===== config.mk =====
export PLATFORM = sky130hd
export DESIGN_NAME = fetch_unit
export DESIGN_NICKNAME = d
export VERILOG_FILES = /design/src/rtl/fetch_unit_pkg.sv /design/src/rtl/fetch_fifo.sv /design/src/rtl/fetch_unit.sv
export SDC_FILE = /design/constraint.sdc
export NUM_CORES = 1
export LEC_CHECK = 0
export CAP_MARGIN = 15
export CORE_MARGIN = 2
export CORE_UTILIZATION = 49
export DETAILED_ROUTE_END_ITERATION = 6
export PLACE_DENSITY = 0.8
export SYNTH_ARGS = -nofsm -noshare
export SYNTH_HDL_FRONTEND = slang
export SYNTH_HIERARCHICAL = 1
export SYNTH_SLANG_ARGS = --single-unit

===== constraint.sdc =====
create_clock -name clk -period 4.25 [get_ports clk]
set_input_delay 0.85 -clock clk [delete_from_list [all_inputs] [get_ports clk]]
set_output_delay 0.85 -clock clk [all_outputs]
set_load 0.005 [all_outputs]

===== src/rtl/fetch_unit_pkg.sv =====
// Shared core constants and types for the instruction fetch path.
package fetch_unit_pkg;

    localparam logic [31:0] RESET_PC_DEFAULT = 32'h0000_0000;
    localparam logic [31:0] NOP_INSTR        = 32'h0000_0013;  // addi x0, x0, 0
    localparam logic [31:0] PC_INCR          = 32'd4;

    // One buffered fetch: address and the word read from it.
    typedef struct packed {
        logic [31:0] pc;
        logic [31:0] instr;
    } fetch_entry_t;

    // Force a byte address onto a word boundary.
    function automatic logic [31:0] align_word(input logic [31:0] addr);
        return {addr[31:2], 2'b00};
    endfunction

endpackage


===== src/rtl/fetch_fifo.sv =====
// DEPTH-entry FIFO of {pc, instr} fetch records; flush empties it in one cycle.
module fetch_fifo
    import fetch_unit_pkg::*;
#(
    parameter int unsigned DEPTH = 2
) (
    input  logic         clk,
    input  logic         reset,
    input  logic         push,
    input  logic         pop,
    input  logic         flush,
    input  fetch_entry_t wr_data,
    output logic         full,
    output logic         empty,
    output fetch_entry_t head
);

    localparam int unsigned PTR_W = (DEPTH > 1) ? $clog2(DEPTH) : 1;
    localparam int unsigned CNT_W = $clog2(DEPTH + 1);

    fetch_entry_t       mem_q [DEPTH];
    logic [PTR_W-1:0]   wr_ptr_q;
    logic [PTR_W-1:0]   rd_ptr_q;
    logic [CNT_W-1:0]   count_q;
    logic               push_ok;
    logic               pop_ok;

    // Push into a full FIFO is only legal when the head leaves in the same cycle.
    always_comb begin
        full    = (count_q == CNT_W'(DEPTH));
        empty   = (count_q == '0);
        pop_ok  = pop & ~empty;
        push_ok = push & (~full | pop_ok);
        head    = mem_q[rd_ptr_q];
    end

    // Storage array; contents are meaningless while count is zero, so no reset.
    always_ff @(posedge clk) begin
        if (!reset && !flush && push_ok) begin
            mem_q[wr_ptr_q] <= wr_data;
        end
    end

    // Pointers wrap naturally since DEPTH is a power of two.
    always_ff @(posedge clk) begin
        if (reset || flush) begin
            wr_ptr_q <= '0;
            rd_ptr_q <= '0;
            count_q  <= '0;
        end else begin
            if (push_ok) wr_ptr_q <= wr_ptr_q + PTR_W'(1);
            if (pop_ok)  rd_ptr_q <= rd_ptr_q + PTR_W'(1);
            if (push_ok && !pop_ok) begin
                count_q <= count_q + CNT_W'(1);
            end else if (!push_ok && pop_ok) begin
                count_q <= count_q - CNT_W'(1);
            end
        end
    end

endmodule


===== src/rtl/fetch_unit.sv =====
// Instruction fetch: sequential PC generation, redirect handling and a small
// decoupling buffer between instruction memory and decode.
module fetch_unit
    import fetch_unit_pkg::*;
#(
    parameter logic [31:0] RESET_PC = RESET_PC_DEFAULT,
    parameter int unsigned DEPTH    = 2
) (
    input  logic        clk,
    input  logic        reset,
    output logic [31:0] imem_addr,
    input  logic [31:0] imem_rdata,
    input  logic        redirect,
    input  logic [31:0] redirect_target,
    output logic        out_valid,
    input  logic        out_ready,
    output logic [31:0] out_instr,
    output logic [31:0] out_pc,
    output logic [31:0] out_pc_plus4
);

    logic [31:0]  fetch_pc_q;
    logic [31:0]  fetch_pc_d;
    logic         fifo_full;
    logic         fifo_empty;
    logic         do_push;
    logic         do_pop;
    fetch_entry_t head;
    fetch_entry_t wr_entry;

    // Handshake and next-PC selection; redirect beats sequential fetch.
    always_comb begin
        do_pop     = out_valid & out_ready;
        do_push    = ~redirect & (~fifo_full | do_pop);
        wr_entry   = '{pc: fetch_pc_q, instr: imem_rdata};
        fetch_pc_d = fetch_pc_q;
        if (redirect) begin
            fetch_pc_d = align_word(redirect_target);
        end else if (do_push) begin
            fetch_pc_d = fetch_pc_q + PC_INCR;
        end
    end

    // Fetch PC register.
    always_ff @(posedge clk) begin
        if (reset) begin
            fetch_pc_q <= RESET_PC;
        end else begin
            fetch_pc_q <= fetch_pc_d;
        end
    end

    fetch_fifo #(
        .DEPTH (DEPTH)
    ) u_fetch_fifo (
        .clk     (clk),
        .reset   (reset),
        .push    (do_push),
        .pop     (do_pop),
        .flush   (redirect),
        .wr_data (wr_entry),
        .full    (fifo_full),
        .empty   (fifo_empty),
        .head    (head)
    );

    // Decode-side outputs; an empty buffer presents a NOP at address 0.
    always_comb begin
        imem_addr    = fetch_pc_q;
        out_valid    = ~fifo_empty;
        out_instr    = fifo_empty ? NOP_INSTR : head.instr;
        out_pc       = fifo_empty ? 32'h0 : head.pc;
        out_pc_plus4 = out_pc + PC_INCR;
    end

endmodule


==> metrics.txt <==
# TYPE chip_impl_metric gauge
chip_impl_metric{name="ys_seq_area_share",unit="%"} 59.4
chip_impl_metric{name="num_rows",unit=""} 45
chip_impl_metric{name="first_global_vias",unit=""} 5464
chip_impl_metric{name="cts_hold_buffers",unit=""} 0
chip_impl_metric{name="grt_max_degree",unit=""} 65
chip_impl_metric{name="cts-buffers-inserted",unit=""} 17
chip_impl_info{name="crit-reg2reg-launch",value="u_fetch_fifo/count_q[1]"} 1
chip_impl_info{name="synth-main-ff-cell",value="edfxtp_1"} 1
chip_impl_metric{name="setup_violations",unit=""} 0
chip_impl_metric{name="avgViaCountPerCell",unit=""} 5.41
chip_impl_metric{name="die_area",unit="µm²"} 16600
chip_impl_metric{name="first_iteration_detailed_routing_drc_count",unit=""} 303
chip_impl_metric{name="floorplan.io_pins",unit=""} 197
chip_impl_info{name="yosys.area.top_type",value="edfxtp_1"} 1
chip_impl_metric{name="remaining_drc_errors",unit=""} 0
chip_impl_metric{name="antenna_cells_inserted",unit=""} 0
chip_impl_metric{name="max-clock-path-buffers",unit=""} 2
chip_impl_metric{name="area.sequential",unit="µm²"} 4550
chip_impl_metric{name="final_nets",unit=""} 876
chip_impl_metric{name="critical-path-max-stage-delay",unit="ns"} 0.54
chip_impl_metric{name="die_y",unit="µm"} 129
chip_impl_info{name="timing.critical_path.from_type",value="flip-flop"} 1
chip_impl_info{name="tritoncts",value="done"} 1
chip_impl_metric{name="finalClockSkew",unit="ns"} 0.00618
chip_impl_metric{name="multi_input_comb_area",unit="µm²"} 2920
chip_impl_metric{name="globalRouteTotalUtil",unit="%"} 22.0
chip_impl_metric{name="power.static_leakage",unit="nW"} 3.51
chip_impl_metric{name="critical_path_peak_fanout",unit=""} 62
chip_impl_metric{name="deepest_level_of_the_cts_h_tree",unit=""} 4
chip_impl_metric{name="detail-route-antenna-nets",unit=""} 0
chip_impl_metric{name="final_layout_size_suffix_gt1_share",unit="%"} 15.3
chip_impl_metric{name="max_slew_violation_count",unit=""} 0
chip_impl_metric{name="synthDominantCellAreaShare",unit="%"} 50.3
chip_impl_metric{name="place.gp.congestion",unit=""} 0.909
chip_impl_metric{name="number_of_register_bits_inferred_by_synthesis",unit=""} 163
chip_impl_metric{name="wire_length_of_the_first_global_routing_pass",unit="µm"} 28200
chip_impl_metric{name="detail_route.first_pass.iterations",unit=""} 4
chip_impl_metric{name="min_period_over_period",unit="%"} 96.8
chip_impl_metric{name="synth_area",unit="µm²"} 7640
chip_impl_metric{name="routed_wire_length_per_instance",unit="µm"} 17.8
chip_impl_info{name="cp_slowest_cell",value="clkdlybuf4s50_1"} 1
chip_impl_metric{name="postSynth.asyncResetShare",unit="%"} 0
chip_impl_metric{name="max-slew-margin-rel",unit="%"} 47.0
chip_impl_metric{name="layoutNonFillerInstCount",unit=""} 1006
chip_impl_metric{name="peakVddDrop",unit="µV"} 257
chip_impl_info{name="worst_hold_path_type",value="flip-flop to flip-flop"} 1
chip_impl_info{name="ys_top_cells_by_area",value="edfxtp_1 50%, mux2_2 9.4%, dfxtp_1 9.2%"} 1
chip_impl_info{name="hold_path.startpoint",value="imem_addr[21]"} 1
chip_impl_metric{name="ys_warn_count",unit=""} 6
chip_impl_metric{name="power_per_cell_area",unit="nW/µm²"} 360
chip_impl_info{name="timing_worst_setup_path_type",value="flip-flop to output pin"} 1
chip_impl_metric{name="setup-tns-final",unit="ns"} 0
chip_impl_metric{name="placeableCoreArea",unit="µm²"} 15200
chip_impl_metric{name="post_dp_hpwl",unit="µm"} 12400
chip_impl_metric{name="timing.max_cap.violations",unit=""} 0
chip_impl_metric{name="gate_count_after_technology_mapping",unit=""} 609
chip_impl_metric{name="antenna_violations_before_repair",unit=""} 0
chip_impl_metric{name="area_delta_synth_final",unit="%"} 35.4
chip_impl_metric{name="grt.overflow.total",unit=""} 0
chip_impl_metric{name="whs",unit="ns"} 0.558
chip_impl_info{name="cts_root_buf",value="clkbuf_16"} 1
chip_impl_metric{name="timing.final.crit_period",unit="ns"} 4.11
chip_impl_metric{name="max_fclk",unit="MHz"} 243
chip_impl_info{name="grt_setup_unrepaired",value="yes"} 1
chip_impl_metric{name="syn-mean-instance-area",unit="µm²"} 12.6
chip_impl_metric{name="placed_cells_incl_taps",unit=""} 973
chip_impl_metric{name="worst_ep_arrival_time",unit="ns"} 3.26
chip_impl_metric{name="timing.reg2reg.setup_slack",unit="ns"} 1.70
chip_impl_info{name="worstPathCellList",value="buf_16 -> mux2_2 -> nand3_1 -> nor4_1 -> buf_4 -> nand4_1 -> nor3_1 -> xor2_1 -> clkdlybuf4s50_1"} 1
chip_impl_metric{name="vias",unit=""} 5439
chip_impl_metric{name="die-width",unit="µm"} 129
chip_impl_metric{name="io_buffers",unit=""} 192
chip_impl_metric{name="synth_cell_type_count",unit=""} 54
chip_impl_metric{name="initial_utilization",unit="%"} 50.3
chip_impl_metric{name="finalHoldViolCount",unit=""} 0
chip_impl_metric{name="clock_latency",unit="ns"} 0.42
chip_impl_metric{name="final.fill_count",unit=""} 1108
chip_impl_metric{name="numClockSinks",unit=""} 163
chip_impl_metric{name="clock_transition_at_the_registers_of_the_reported_paths",unit="ns"} 0.06
chip_impl_metric{name="synth-edff-count",unit=""} 128
chip_impl_metric{name="routed_wl",unit="µm"} 17900
chip_impl_metric{name="critPathRequiredTime",unit="ns"} 3.40
chip_impl_info{name="outcome",value="finished clean"} 1
chip_impl_info{name="endpoint_kind",value="output pin"} 1
chip_impl_metric{name="worstMarginPinSlew",unit="ns"} 0.788
==> synthesized netlist by cell type, types with 4 or more instances <==
master	instances
a211oi_1	15
a21oi_1	9
a311oi_1	5
and2_1	5
and3_1	13
buf_4	11
clkbuf_1	13
dfxtp_1	35
edfxtp_1	128
inv_1	12
mux2_2	64
nand2_1	29
nand3_1	32
nand4_1	4
nor2_1	37
nor2b_1	58
nor3_1	12
nor4_1	10
o21ai_0	7
o22ai_1	4
or2_2	4
or3_1	6
xnor2_1	25
xor2_1	28
==> flip-flops by register name, summed over array words and instances (netlist names), named ones only <==
register and cells:
u_fetch_fifo/rd_ptr_q 1, u_fetch_fifo/count_q 2, u_fetch_fifo/mem_q 128, imem_addr 30, u_fetch_fifo/wr_ptr_q 1
==> per-layer routing <==
metal	up-vias	GRT usage, %	routed length (µm)
met5	-	0	0
met4	0	9.27	455
met3	36	5.03	1220
met2	226	35.5	8490
met1	2566	28.7	7700
li1	2611	-	-
==> cell families (layout without fill, tap and decap cells) <==
logic type | count (synthesis) | in the layout | synth area share, %
buffers and inverters | 43 | 247 | 2.93
other | 1 | 6 | 0.0491
AND/OR/NAND/NOR | 229 | 229 | 16.6
flip-flops | 163 | 163 | 59.4
XOR/XNOR | 53 | 53 | 6.07
multiplexers | 67 | 67 | 9.89
AO/OA/AOI/OAI | 50 | 50 | 4.55
adder cells (fa/ha/maj) | 3 | 3 | 0.491
==> worst max-delay path, delay by kind of cell, from the launching register on <==
kind	cells	cell delay, ns
buf+inv	3	1.03
simple gates	4	0.94
flops	1	0.39
mux	1	0.26
xor+xnor	1	0.23
==> repair_timing <==
action | CTS | global route
resized for setup | 0 | 4
setup buffers | 0 | 1
setup endpoints to repair | 0 | 5
==> final timing paths <==
| path | cells after the start | end |
|---|---|---|
| worst max-delay path | 9 | out_pc_plus4[31] |
| worst min-delay path | 0 | u_fetch_fifo/mem_q[1][53] |
| worst max register to register | 6 | u_fetch_fifo/mem_q[1][3] |
| worst min register to register | 0 | u_fetch_fifo/mem_q[1][53] |
==> power by group <==
group	total (W)	internal [W]	switching, W	leakage (nW)
combinational	0.000462	0.000269	0.000193	1.78
sequential	0.00183	0.00178	0.0000544	1.46
clock	0.00144	0.000810	0.000625	0.273
==> metrics by stage <==
| stage | power (W) | util, % | setup slack (ns) | instance area [µm²] |
|---|---|---|---|---|
| 3_3_place_gp | 0.00231 | 64.2 | 0.604 | 9760 |
| 5_1_grt | 0.00387 | 68.1 | -0.0934 | 10400 |
| 6_report | 0.00373 | 68.1 | 0.136 | 10400 |
| 3_5_place_dp | 0.00232 | 64.2 | 0.547 | 9760 |
| 4_1_cts | 0.00375 | 67.9 | 0.0760 | 10300 |
| 2_1_floorplan | 0.00204 | - | 0.745 | 7660 |
==> area by class of cell <==
cell class / count / share of cell area [%]
Tap cell: 188 / 2.27
Clock buffer: 17 / 4.11
Timing Repair Buffer: 202 / 19.7
Sequential cell: 163 / 43.9
Inverter: 13 / 0.471
Clock inverter: 15 / 1.28
Multi-Input combinational cell: 408 / 28.2
==> cell usage in the layout, fill, tap and decap left out, drive strengths merged, types with 5 or more instances in the layout <==
| master | n |
|---|---|
| nor4 | 10 |
| clkdlybuf4s50 | 192 |
| or3 | 7 |
| buf | 10 |
| and2 | 5 |
| nor2b | 58 |
| nand3 | 32 |
| nor2 | 37 |
| a21oi | 9 |
| a211oi | 15 |
| clkinv | 8 |
| o21ai | 7 |
| a311oi | 5 |
| inv | 17 |
| mux2 | 65 |
| clkbuf | 17 |
| dfxtp | 35 |
| conb | 6 |
| xnor2 | 25 |
| and3 | 13 |
| nand2 | 29 |
| nand4 | 5 |
| nor3 | 12 |
| xor2 | 28 |
| edfxtp | 128 |
Power figures use the tool's default switching activity.
